## src/rtl/rr_hold_arbiter_pkg.sv

```systemverilog
// ============================================================================
// Module   : rr_arb_pkg
// Brief    : Shared types and helpers for the round-robin hold arbiter.
// Revision : 1.0 - initial release
// ============================================================================
`default_nettype none

package rr_arb_pkg;

    localparam int c_MAX_N = 64;

    typedef enum logic [0:0] {
        ARB_IDLE  = 1'b0,
        ARB_OWNED = 1'b1
    } arb_state_t;

    function automatic int id_width(input int n);
        return (n <= 1) ? 1 : $clog2(n);
    endfunction

    // Index of the set bit; the caller guarantees at most one bit is set.
    function automatic logic [5:0] onehot_to_idx(input logic [c_MAX_N-1:0] oh);
        logic [5:0] idx;
        idx = '0;
        for (int i = 0; i < c_MAX_N; i++) begin
            if (oh[i]) idx = idx | 6'(i);
        end
        return idx;
    endfunction

endpackage

`default_nettype wire

```

## src/rtl/rr_hold_arbiter_fixed_prio_arb.sv

```systemverilog
// ============================================================================
// Module   : fixed_prio_arb
// Brief    : Combinational lowest-index-wins selector, one-hot result.
// Revision : 1.0 - initial release
// ============================================================================
`default_nettype none

module fixed_prio_arb #(
    parameter int N = 32
) (
    input  logic [N-1:0] i_req,
    output logic [N-1:0] o_gnt
);

    // Two's-complement trick isolates the lowest set bit.
    assign o_gnt = i_req & (~i_req + N'(1));

endmodule

`default_nettype wire

```

## src/rtl/rr_hold_arbiter.sv

```systemverilog
// ============================================================================
// Module   : rr_hold_arbiter
// Brief    : Round-robin arbiter whose grant is held while the owner requests.
//            Optional macro RR_HOLD_ARBITER_BURST_LIMIT_EN caps each tenure
//            at MAX_BURST cycles.
// Revision : 1.0 - initial release
// ============================================================================
`default_nettype none

module rr_hold_arbiter
    import rr_arb_pkg::*;
#(
    parameter  int N         = 32,
    parameter  int MAX_BURST = 16,
    localparam int IDW       = id_width(N)
) (
    input  logic           clk,
    input  logic           reset,
    input  logic [N-1:0]   req_i,
    output logic [N-1:0]   gnt_o,
    output logic [IDW-1:0] gnt_id_o,
    output logic           busy_o
);

    localparam logic [IDW-1:0] c_LAST = IDW'(N - 1);

    arb_state_t     r_state;
    logic [IDW-1:0] r_ptr;
    logic [N-1:0]   r_gnt;
    logic [IDW-1:0] r_gnt_id;
    logic           r_busy;

    logic [N-1:0]   w_mask;
    logic [N-1:0]   w_gnt_masked;
    logic [N-1:0]   w_gnt_plain;
    logic [N-1:0]   w_win;
    logic [IDW-1:0] w_win_idx;
    logic [IDW-1:0] w_next_ptr;
    logic           w_any_req;
    logic           w_owner_req;
    logic           w_burst_hit;
    logic           w_hold;

    for (genvar i = 0; i < N; i++) begin : g_mask
        assign w_mask[i] = (IDW'(i) >= r_ptr);
    end

    fixed_prio_arb #(.N(N)) u_masked (
        .i_req (req_i & w_mask),
        .o_gnt (w_gnt_masked)
    );

    fixed_prio_arb #(.N(N)) u_plain (
        .i_req (req_i),
        .o_gnt (w_gnt_plain)
    );

    assign w_win       = (|w_gnt_masked) ? w_gnt_masked : w_gnt_plain;
    assign w_win_idx   = IDW'(onehot_to_idx(c_MAX_N'(w_win)));
    assign w_next_ptr  = (w_win_idx == c_LAST) ? '0 : w_win_idx + IDW'(1);
    assign w_any_req   = |req_i;
    assign w_owner_req = |(req_i & r_gnt);
    assign w_hold      = (r_state == ARB_OWNED) && w_owner_req && !w_burst_hit;

`ifdef RR_HOLD_ARBITER_BURST_LIMIT_EN
    localparam int c_BURST_W = $clog2(MAX_BURST);

    logic [c_BURST_W-1:0] r_burst;

    // Counts completed grant cycles of the current tenure; zero on a new grant.
    always_ff @(posedge clk) begin
        if (reset) begin
            r_burst <= '0;
        end else if (w_hold) begin
            r_burst <= r_burst + c_BURST_W'(1);
        end else begin
            r_burst <= '0;
        end
    end

    assign w_burst_hit = (r_burst == c_BURST_W'(MAX_BURST - 1));
`else
    assign w_burst_hit = 1'b0;
`endif

    // A forced end of tenure re-arbitrates exactly like a release.
    always_ff @(posedge clk) begin
        if (reset) begin
            r_state  <= ARB_IDLE;
            r_ptr    <= '0;
            r_gnt    <= '0;
            r_gnt_id <= '0;
            r_busy   <= 1'b0;
        end else if (!w_hold) begin
            if (w_any_req) begin
                r_state  <= ARB_OWNED;
                r_gnt    <= w_win;
                r_gnt_id <= w_win_idx;
                r_ptr    <= w_next_ptr;
                r_busy   <= 1'b1;
            end else begin
                r_state  <= ARB_IDLE;
                r_gnt    <= '0;
                r_gnt_id <= '0;
                r_busy   <= 1'b0;
            end
        end
    end

    assign gnt_o    = r_gnt;
    assign gnt_id_o = r_gnt_id;
    assign busy_o   = r_busy;

endmodule

`default_nettype wire

```

## config.mk

```make
export PLATFORM = sky130hd
export DESIGN_NAME = rr_hold_arbiter
export DESIGN_NICKNAME = d
export VERILOG_FILES = /design/src/rtl/rr_hold_arbiter_pkg.sv /design/src/rtl/rr_hold_arbiter_fixed_prio_arb.sv /design/src/rtl/rr_hold_arbiter.sv
export SDC_FILE = /design/constraint.sdc
export NUM_CORES = 1
export LEC_CHECK = 0
export CORE_ASPECT_RATIO = 1.4
export CORE_MARGIN = 3
export CORE_UTILIZATION = 53
export DETAILED_ROUTE_END_ITERATION = 16
export GPL_TIMING_DRIVEN = 0
export PLACE_DENSITY = 0.84
export SLEW_MARGIN = 20
export SYNTH_ARGS = -nofsm -noshare
export SYNTH_HDL_FRONTEND = slang
export SYNTH_SLANG_ARGS = --single-unit
```

## constraint.sdc

```tcl
create_clock -name clk -period 5.4 [get_ports clk]
set_input_delay 1.35 -clock clk [delete_from_list [all_inputs] [get_ports clk]]
set_output_delay 1.35 -clock clk [all_outputs]
set_load 0.02 [all_outputs]
```

; ---- After elaboration in Yosys (flattened, before gate mapping)
; Index checks and enable logic that the tools add are counted.
[word_totals]
input_bits = 34
elab_cells = 106
out_inout_bits = 38
ff_bits = 43
[classes]
order_cmp = 32
eq_ne = 2
bitwise = 6
n_mux = 53
n_addsub = 3
n_reduce_logical = 6
[op_table]
columns = cell, count
row1 = 32-bit 2-to-1 mux, 6
row2 = 5-bit 2-to-1 mux, 27
row3 = 32-bit AND, 4
row4 = 32-bit OR reduction, 3
row5 = 5-bit >= comparator (first input constant), 16
row6 = 32-bit by 1-bit adder with 32-bit output (second input constant), 2
row7 = 32-bit NOT, 2
row8 = 4-bit by 5-bit >= comparator with 1-bit output (first input constant), 8
row9 = 4-bit 2-to-1 mux, 8
row10 = 3-bit by 5-bit >= comparator with 1-bit output (first input constant), 4
row11 = 3-bit 2-to-1 mux, 4
row12 = 1-bit by 5-bit >= comparator with 1-bit output (first input constant), 2
row13 = 2-bit by 5-bit >= comparator with 1-bit output (first input constant), 2
row14 = 1-bit 2-to-1 mux, 6
row15 = 5-bit by 1-bit adder with 5-bit output (second input constant), 1
row16 = 5-bit == test (second input constant), 1
row17 = 2-bit 2-to-1 mux, 2
row18 = 2-bit != test (second input constant), 1
row19 = 2-bit AND reduction, 1
row20 = 2-bit nonzero test, 1
row21 = 1-bit logical AND, 1

; ---- Depth between registers and ports, before layout
; Gate-level depths: netlist of the first run.
[depth]
word_depth = 45
depth_mapped = 20
ltp_nobuf = 17

; ---- Modules after synthesis
; From an unflattened synthesis of the first run, not the netlist that was laid out.
[hier_totals]
cells_unflattened = 487
hier_area_um2 = 3394.5
[by_module_without_submodules]
columns = mod, instances, area_per_inst_um2, seq_area_each_um2, cells_per_inst
row1 = rr_hold_arbiter, 1, 2491.1, 860.8, 333
row2 = fixed_prio_arb, 2, 451.7, 0.0, 77

; ---- Least setup slack after synthesis of the first run
; OpenSTA, ideal clock, no wires.
[synth_path]
kind = input -> register
from = input port req_i[15]
to = register r_ptr[2]
required_time_ns = 5.321
setup_time_ns = 0.079
path_slack_ns = 0.436
path_stages = 16
n_path_buf = 1
t_arrival_ns = 4.885
cell_sequence = or2_2 -> a222oi_1 -> and4_1 -> nand4_4 -> o2bb2ai_2 -> and2_1 -> buf_2 -> a311oi_2 -> o2111ai_1 -> or2_2 -> ha_1 -> nand2_1 -> a21oi_1 -> ha_1 -> or4b_2 -> o211ai_1
[synth_via]
elab_chain_cells = 44
word_cells_on_any_way = 55
classes_between = add/sub: 3 / eq/ne: 2 / mux: 38 / bitwise: 6 / reduce/logical: 6
[synth_rtl]
columns = item, line_no
row1 = from (decl), rr_hold_arbiter.sv:19  ; input logic [N-1:0] req_i,
row2 = 32-bit AND, rr_hold_arbiter.sv:49  ; .i_req (req_i & w_mask),
row3 = 32-bit NOT, rr_hold_arbiter_fixed_prio_arb.sv:16  ; assign o_gnt = i_req & (~i_req + N'(1));
row4 = 32-bit by 1-bit adder with 32-bit output, rr_hold_arbiter_fixed_prio_arb.sv:16
row5 = 32-bit AND, rr_hold_arbiter_fixed_prio_arb.sv:16
row6 = 32-bit OR reduction, rr_hold_arbiter.sv:58  ; assign w_win = (|w_gnt_masked) ? w_gnt_masked : w_gnt_plain;
row7 = 32-bit 2-to-1 mux, rr_hold_arbiter.sv:58
row8 = 1-bit 2-to-1 mux, rr_hold_arbiter_pkg.sv:26  ; if (oh[i]) idx = idx | 6'(i);
row9 = 2-bit 2-to-1 mux (2 in a row), rr_hold_arbiter_pkg.sv:26
row10 = (+12 left out), --
row11 = 5-bit 2-to-1 mux (16 in a row), rr_hold_arbiter_pkg.sv:26
row12 = 5-bit by 1-bit adder with 5-bit output or 5-bit == test (tied branches), rr_hold_arbiter.sv:60  ; assign w_next_ptr = (w_win_idx == c_LAST) ? '0 : w_win_idx + IDW'(1);
row13 = 5-bit 2-to-1 mux, rr_hold_arbiter.sv:60
row14 = 5-bit 2-to-1 mux, rr_hold_arbiter.sv:95  ; if (w_any_req) begin
row15 = 5-bit 2-to-1 mux, rr_hold_arbiter.sv:94  ; end else if (!w_hold) begin
row16 = 5-bit 2-to-1 mux, rr_hold_arbiter.sv:88  ; if (reset) begin
row17 = 5-bit 2-to-1 mux, rr_hold_arbiter.sv:94
row18 = 5-bit 2-to-1 mux, rr_hold_arbiter.sv:88
row19 = to (signal assigned), rr_hold_arbiter.sv:99  ; r_ptr <= w_next_ptr;
row20 = to (decl), rr_hold_arbiter.sv:28  ; logic [IDW-1:0] r_ptr;
; Several ways; a longest one is shown, not always the timed one. The select of a mux whose other input is x is not followed.
; A chain may end at the register's enable or synchronous reset.

; ---- Final worst setup path of the first run
[layout_path]
from = input port req_i[5]
to = register r_ptr[3]
; Same word-level chain as after synthesis.

==> run metrics, run 1 <==
Hold Path Origin=gnt_o[15]$_SDFFE_PP0P_; Rows=35; Max stage delay cell, worst path=o41ai_2; initial antenna violation count=0; syn avg cell area=a little over 7 µm²; gr ovfl total=0; die area=slightly above 8000 µm²; fin crit share=100%; clock period minus worst slack=~5.4 ns; switching portion of total power=between 40% and 50%; crit-path cells=clkdlybuf4s50_1, and3_1, nor4_4, buf_4, nand3_2, a311oi_2, o211ai_4, o41ai_2, or2_1, or2_2, ha_2, nand2_1, a21oi_1, ha_2, nor2_1, a22oi_1, a21oi_1; crit path launch=req_i[5]; Pwr Density=about 230 nW/µm²; Reg-to-Reg Start=r_ptr[4]$_SDFFE_PP0P_; Synth Flop Type=dfxtp_1; maximum vdd drop=roughly 0.24 mV; FILL cells=between 500 and 600; # IOs=between 70 and 80; Clk pwr share=19.0%; initial DRC count=~900; worst path arrival time=between 5 and 6 ns; global-route wire length before repair=around 27000 µm; critical path's largest stage delay=0.58 ns; cell area after synthesis=3800 µm²; register area share after synthesis=22.7%; clock tree buffer depth=2; utilization of the core after routing=around 75%; Crit Path Category=in2reg; area of the multi-input gates=2980 µm²; Max Clock Skew=roughly 0.021 ns; H-tree depth=2; Layout Area Growth over Synthesis=34.1%; largest net degree at the start of global routing=14; fmax=between 0.15 and 0.2 GHz; TritonCTS Buffers=5; hold_buf cts=0; min-delay worst type=reg2reg; Sink Count=43; Required @ worst endpoint=approximately 5.6 ns; Worst setup EP type=flop; CTS tree=yes; Initial Util=about 56%; number of global-route vias before repair=4883; status=finished, violations left; GR Util All Layers=43.0%; via count=between 5000 and 6000; number of port buffers=68; Die X=between 70 and 80 µm; Distinct cells, synth=73; DR WL/cell=between 20 and 30 µm; Int Power=650 µW; syn nets=between 500 and 600; sw power=between 500 and 600 µW; combinational cell fraction of total power=about half; drt first pass iters=7; Routed Antenna Nets=0; Slew headroom=43.2%; ANT cells=0; hpwl dp=about 14000 µm; Post-Route WL=between 15000 and 20000 µm; #FFs+latches synth=43; nets=between 600 and 700; worst setup margin=-0.0188 ns; Finish-stage setup viols=2; Critical Path Fanout Max=8; Leakage Power=~0.0019 µW; Fin. Hold Viols=0; worst slew pin tran=approximately 0.85 ns; Die H=between 100 and 150 µm; Post-synth EDFFs=0; crit start category=input pin; CTS Root Cell=clkbuf_8; Final Max Tran Viols=0; failing checks=negative setup slack; DRC violations left=0; clock slew at reported path FFs=0.11 ns; layout cells sized above 1=15.5%; clk_lat worst skew=0.32 ns; GP Congestion=between 1 and 1.5; Core ar.=6790 µm²; sequential power share=between 30 and 40%; Fin Setup TNS=-0.0350 ns; Ys Warns=0; cells after synthesis=approximately 520; Sequential cell area=between 800 and 900 µm²; Max Cap Viol=0; ys async rst share=0%; DR vias/cell=roughly 7.5
synth_stat cells, drive strengths merged (4+ instances only):
cell type / number / area (µm²)
clkbuf: 15 / 56.3
or2: 5 / 31.3
and4: 6 / 52.6
nand2b: 9 / 56.3
nor2: 55 / 209
a22oi: 7 / 52.6
nand4: 14 / 103
o22ai: 4 / 25.0
inv: 9 / 33.8
a22o: 18 / 158
a21oi: 16 / 80.1
buf: 14 / 98.8
a311oi: 6 / 65.1
o211ai: 12 / 95.1
a221oi: 5 / 43.8
nand3: 21 / 105
nor3b: 5 / 37.5
o2111ai: 4 / 35.0
nor3: 25 / 130
nand3b: 5 / 37.5
nand2: 60 / 225
a21o: 4 / 30.0
and2: 7 / 43.8
and3: 13 / 81.3
o21ai: 45 / 225
nor4: 15 / 121
or4: 5 / 41.3
nor4b: 5 / 43.8
a31oi: 12 / 75.1
dfxtp: 43 / 861
nor2b: 4 / 25.0
layout by cell type, fill, tap and decap left out, types with 13 or more instances in the layout:
cell type	instances
a21oi_1	14
clkbuf_1	15
nand2_1	59
nand3_1	18
dfxtp_1	43
a22o_1	18
nand4_1	13
buf_4	26
nor2_1	49
o21ai_0	40
clkdlybuf4s50_1	48
nor3_1	24
worst max-delay path: cells and delay by family:
family / cells / cell delay (ns)
and+or+nand+nor: 7 / 1.30
adders and majority gates: 2 / 0.42
AOI/OAI and AO/OA: 6 / 1.74
buffers and inverters: 2 / 0.76
timing repair:
action	in CTS	in global routing
gates resized for setup	27	48
setup buffers	5	18
endpoints found under the setup margin	4	4
pin swaps	3	15
through the flow:
| step | hold slack, ns | setup WS, ns | power (µW) | cells | instance area [µm²] |
|---|---|---|---|---|---|
| floorplan | 0.529 | 0.436 | 685 | 524 | 3800 |
| global placement | 0.442 | -0.920 | 872 | 684 | 4590 |
| detailed placement | 0.445 | -0.860 | 877 | 684 | 4590 |
| CTS | 0.479 | -0.0750 | 1100 | 696 | 4810 |
| global route | 0.501 | -0.191 | 1200 | 713 | 5090 |
| finish | 0.481 | -0.0188 | 1170 | 713 | 5090 |
per-layer routing:
layer	part of all wire [%]	vias up	global-route usage (%)
met4	9.2	0	26.1
met5	0	-	0
li1	-	2248	-
met1	33	2411	49.5
met2	46	542	71.9
met3	12	171	9.41
final timing paths:
path / endpoint / slack, ns / depth (start not counted)
worst max register to register: r_ptr[2]$_SDFFE_PP0P_ / 0.36 / 18
worst max-delay path: r_ptr[3]$_SDFFE_PP0P_ / -0.02 / 17
worst min-delay path: gnt_o[15]$_SDFFE_PP0P_ / 0.48 / 2
worst min register to register: gnt_o[15]$_SDFFE_PP0P_ / 0.48 / 2
final cells by class:
cell class / count / share of cell area, %
plain buffers: 27 / 2.95
clock buffers: 6 / 1.43
clock inverters: 2 / 0.246
inverters: 9 / 0.664
multi-input cells: 443 / 58.6
flip-flops and latches: 43 / 16.9
well taps: 92 / 2.26
repair buffers: 91 / 17.0
registers in the layout (all words and copies together), names as in the netlist:
signal	flops
r_ptr	5
busy_o	1
gnt_o	32
gnt_id_o	5
cell families (layout without fill, tap and decap cells):
group | after synthesis | in the layout | share of synthesized area, %
AO/OA/AOI/OAI | 172 | 172 | 32.7
flip-flops | 43 | 43 | 22.7
AND/OR/NAND/NOR | 266 | 266 | 38.3
adder cells (fa/ha/maj) | 2 | 2 | 0.659
buffers and inverters | 38 | 135 | 4.97
multiplexers | 3 | 3 | 0.791
power groups by stage:
stage | logic (µW) | clock network, µW | registers (µW)
2_1_floorplan | 300 | 0 | 385
3_3_place_gp | 503 | 0 | 368
3_5_place_dp | 507 | 0 | 370
4_1_cts | 515 | 218 | 364
5_1_grt | 610 | 225 | 368
6_report | 586 | 224 | 365
(Power assumes the default switching activity.)
==> run 2: changes to the inputs <==
CAP_MARGIN = 20   (was default)
SLEW_MARGIN = 40   (was 20)
==> results of run 2 <==
Same layout as run 1: the final DEF is identical, and so are final timing and power.
==> run 3: changes to the inputs <==
CAP_MARGIN = default   (was 20)
==> results of run 3 <==
Same layout as run 1: the final DEF is identical, and so are final timing and power.
==> RTL edit: new RTL, flow settings as in run 3 <==
`N` is set to 32 in 2 places; all go to 64.
--- a/src/rtl/rr_hold_arbiter_fixed_prio_arb.sv
+++ b/src/rtl/rr_hold_arbiter_fixed_prio_arb.sv
@@ -6,7 +6,7 @@
 `default_nettype none
 
 module fixed_prio_arb #(
-    parameter int N = 32
+    parameter int N = 64
 ) (
     input  logic [N-1:0] i_req,
     output logic [N-1:0] o_gnt
--- a/src/rtl/rr_hold_arbiter.sv
+++ b/src/rtl/rr_hold_arbiter.sv
@@ -10,7 +10,7 @@
 module rr_hold_arbiter
     import rr_arb_pkg::*;
 #(
-    parameter  int N         = 32,
+    parameter  int N         = 64,
     parameter  int MAX_BURST = 16,
     localparam int IDW       = id_width(N)
 ) (
Interface: changed (resized gnt_id_o, gnt_o and req_i); port bits go from 72 to 137. No check against the original RTL was run, so the function may have changed too.
==> RTL edit against run 3 <==
  * The flow now stops in 5_1_grt
  * Synthesized area is 110% higher
==> RTL edit: results (changes against run 3) <==
Mapped Cells: 1068 (+100%)
Post-CTS Setup Inserts: 53 (+48)
vias in the first global route: 12300
clock sinks: 77 (+79%)
status: aborted with a tool error
H-tree depth reported by CTS: 3 (+1)
CTS Root Cell: clkbuf_16
IO Port Bufs: 124 (+82%)
top post-synthesis cells by area: dfxtp_1 (20%), a22o_1 (6.3%), nand2_1 (5.1%), o21ai_0 (4.4%), nor2_1 (4.0%)
GR Util met3: 46.7%
commonest register cell after synthesis: dfxtp_1
GRT Util Overall: 65.8%
largest net degree at the start of global routing: 17
stopping stage: 5_1_grt
placed cells: 1381 (+100%)
Ys Warns: 0 (unchanged)
Post-synth top cells: nand2_1 (108), nor2_1 (85), dfxtp_1 (77)
Log Error: [ERROR GRT-0116] Global routing finished with congestion. Check the congestion regions in the DRC Viewer.
post_cts resized: 197 (+630%)
CTS Buf Count: 9 (+4)
Post-DP HPWL: 37500 um (+170%)
GRT overflow: 7
M1 GR Usage: 67.6%
met2 usage in global routing: 84.1%
distinct cell type count after synthesis: 105 (+44%)
pre-CTS setup slack: -1.96 ns (-1.10 ns)
Clock Path Buffers: 2 (unchanged)
sequential cell area fraction in the yosys report: 19.5% (-3.1 points)
ys async rst share: 0% (unchanged)
GPL Wtd Cong: 1.37 (+26%)
global-route wire length before repair: 79500 um
## RTL edit: changes by cell type after synthesis, moves of 13 or more
cell and delta:
a22o_1 +39, or3_1 +13, nand3_1 +34, nand2_1 +48
nor3_1 +20, nor2_1 +31, o21ai_0 +27, clkbuf_1 +25
nor4_1 +19, nand4_1 +24, dfxtp_1 +34, a21oi_1 +22
## RTL edit: cell families after synthesis
| logic type | synth area share [%] |
|---|---|
| AOI/OAI and AO/OA | 33.9 |
| DFF | 19.5 |
| adders and majority gates | 0.159 |
| buffers and inverters | 6.30 |
| xor gates and xnor gates | 0.111 |
| muxes | 0.254 |
| and+or+nand+nor | 39.7 |
## RTL edit: through the flow
stage / hold WS [ns] / setup TNS, ns / cell area (um^2)
after floorplan: 0.532 / 0 / 7890
after CTS: 0.487 / -0.00393 / 10700
after detailed placement: 0.467 / -80.11 / 9400
after global placement: 0.451 / -80.97 / 9360
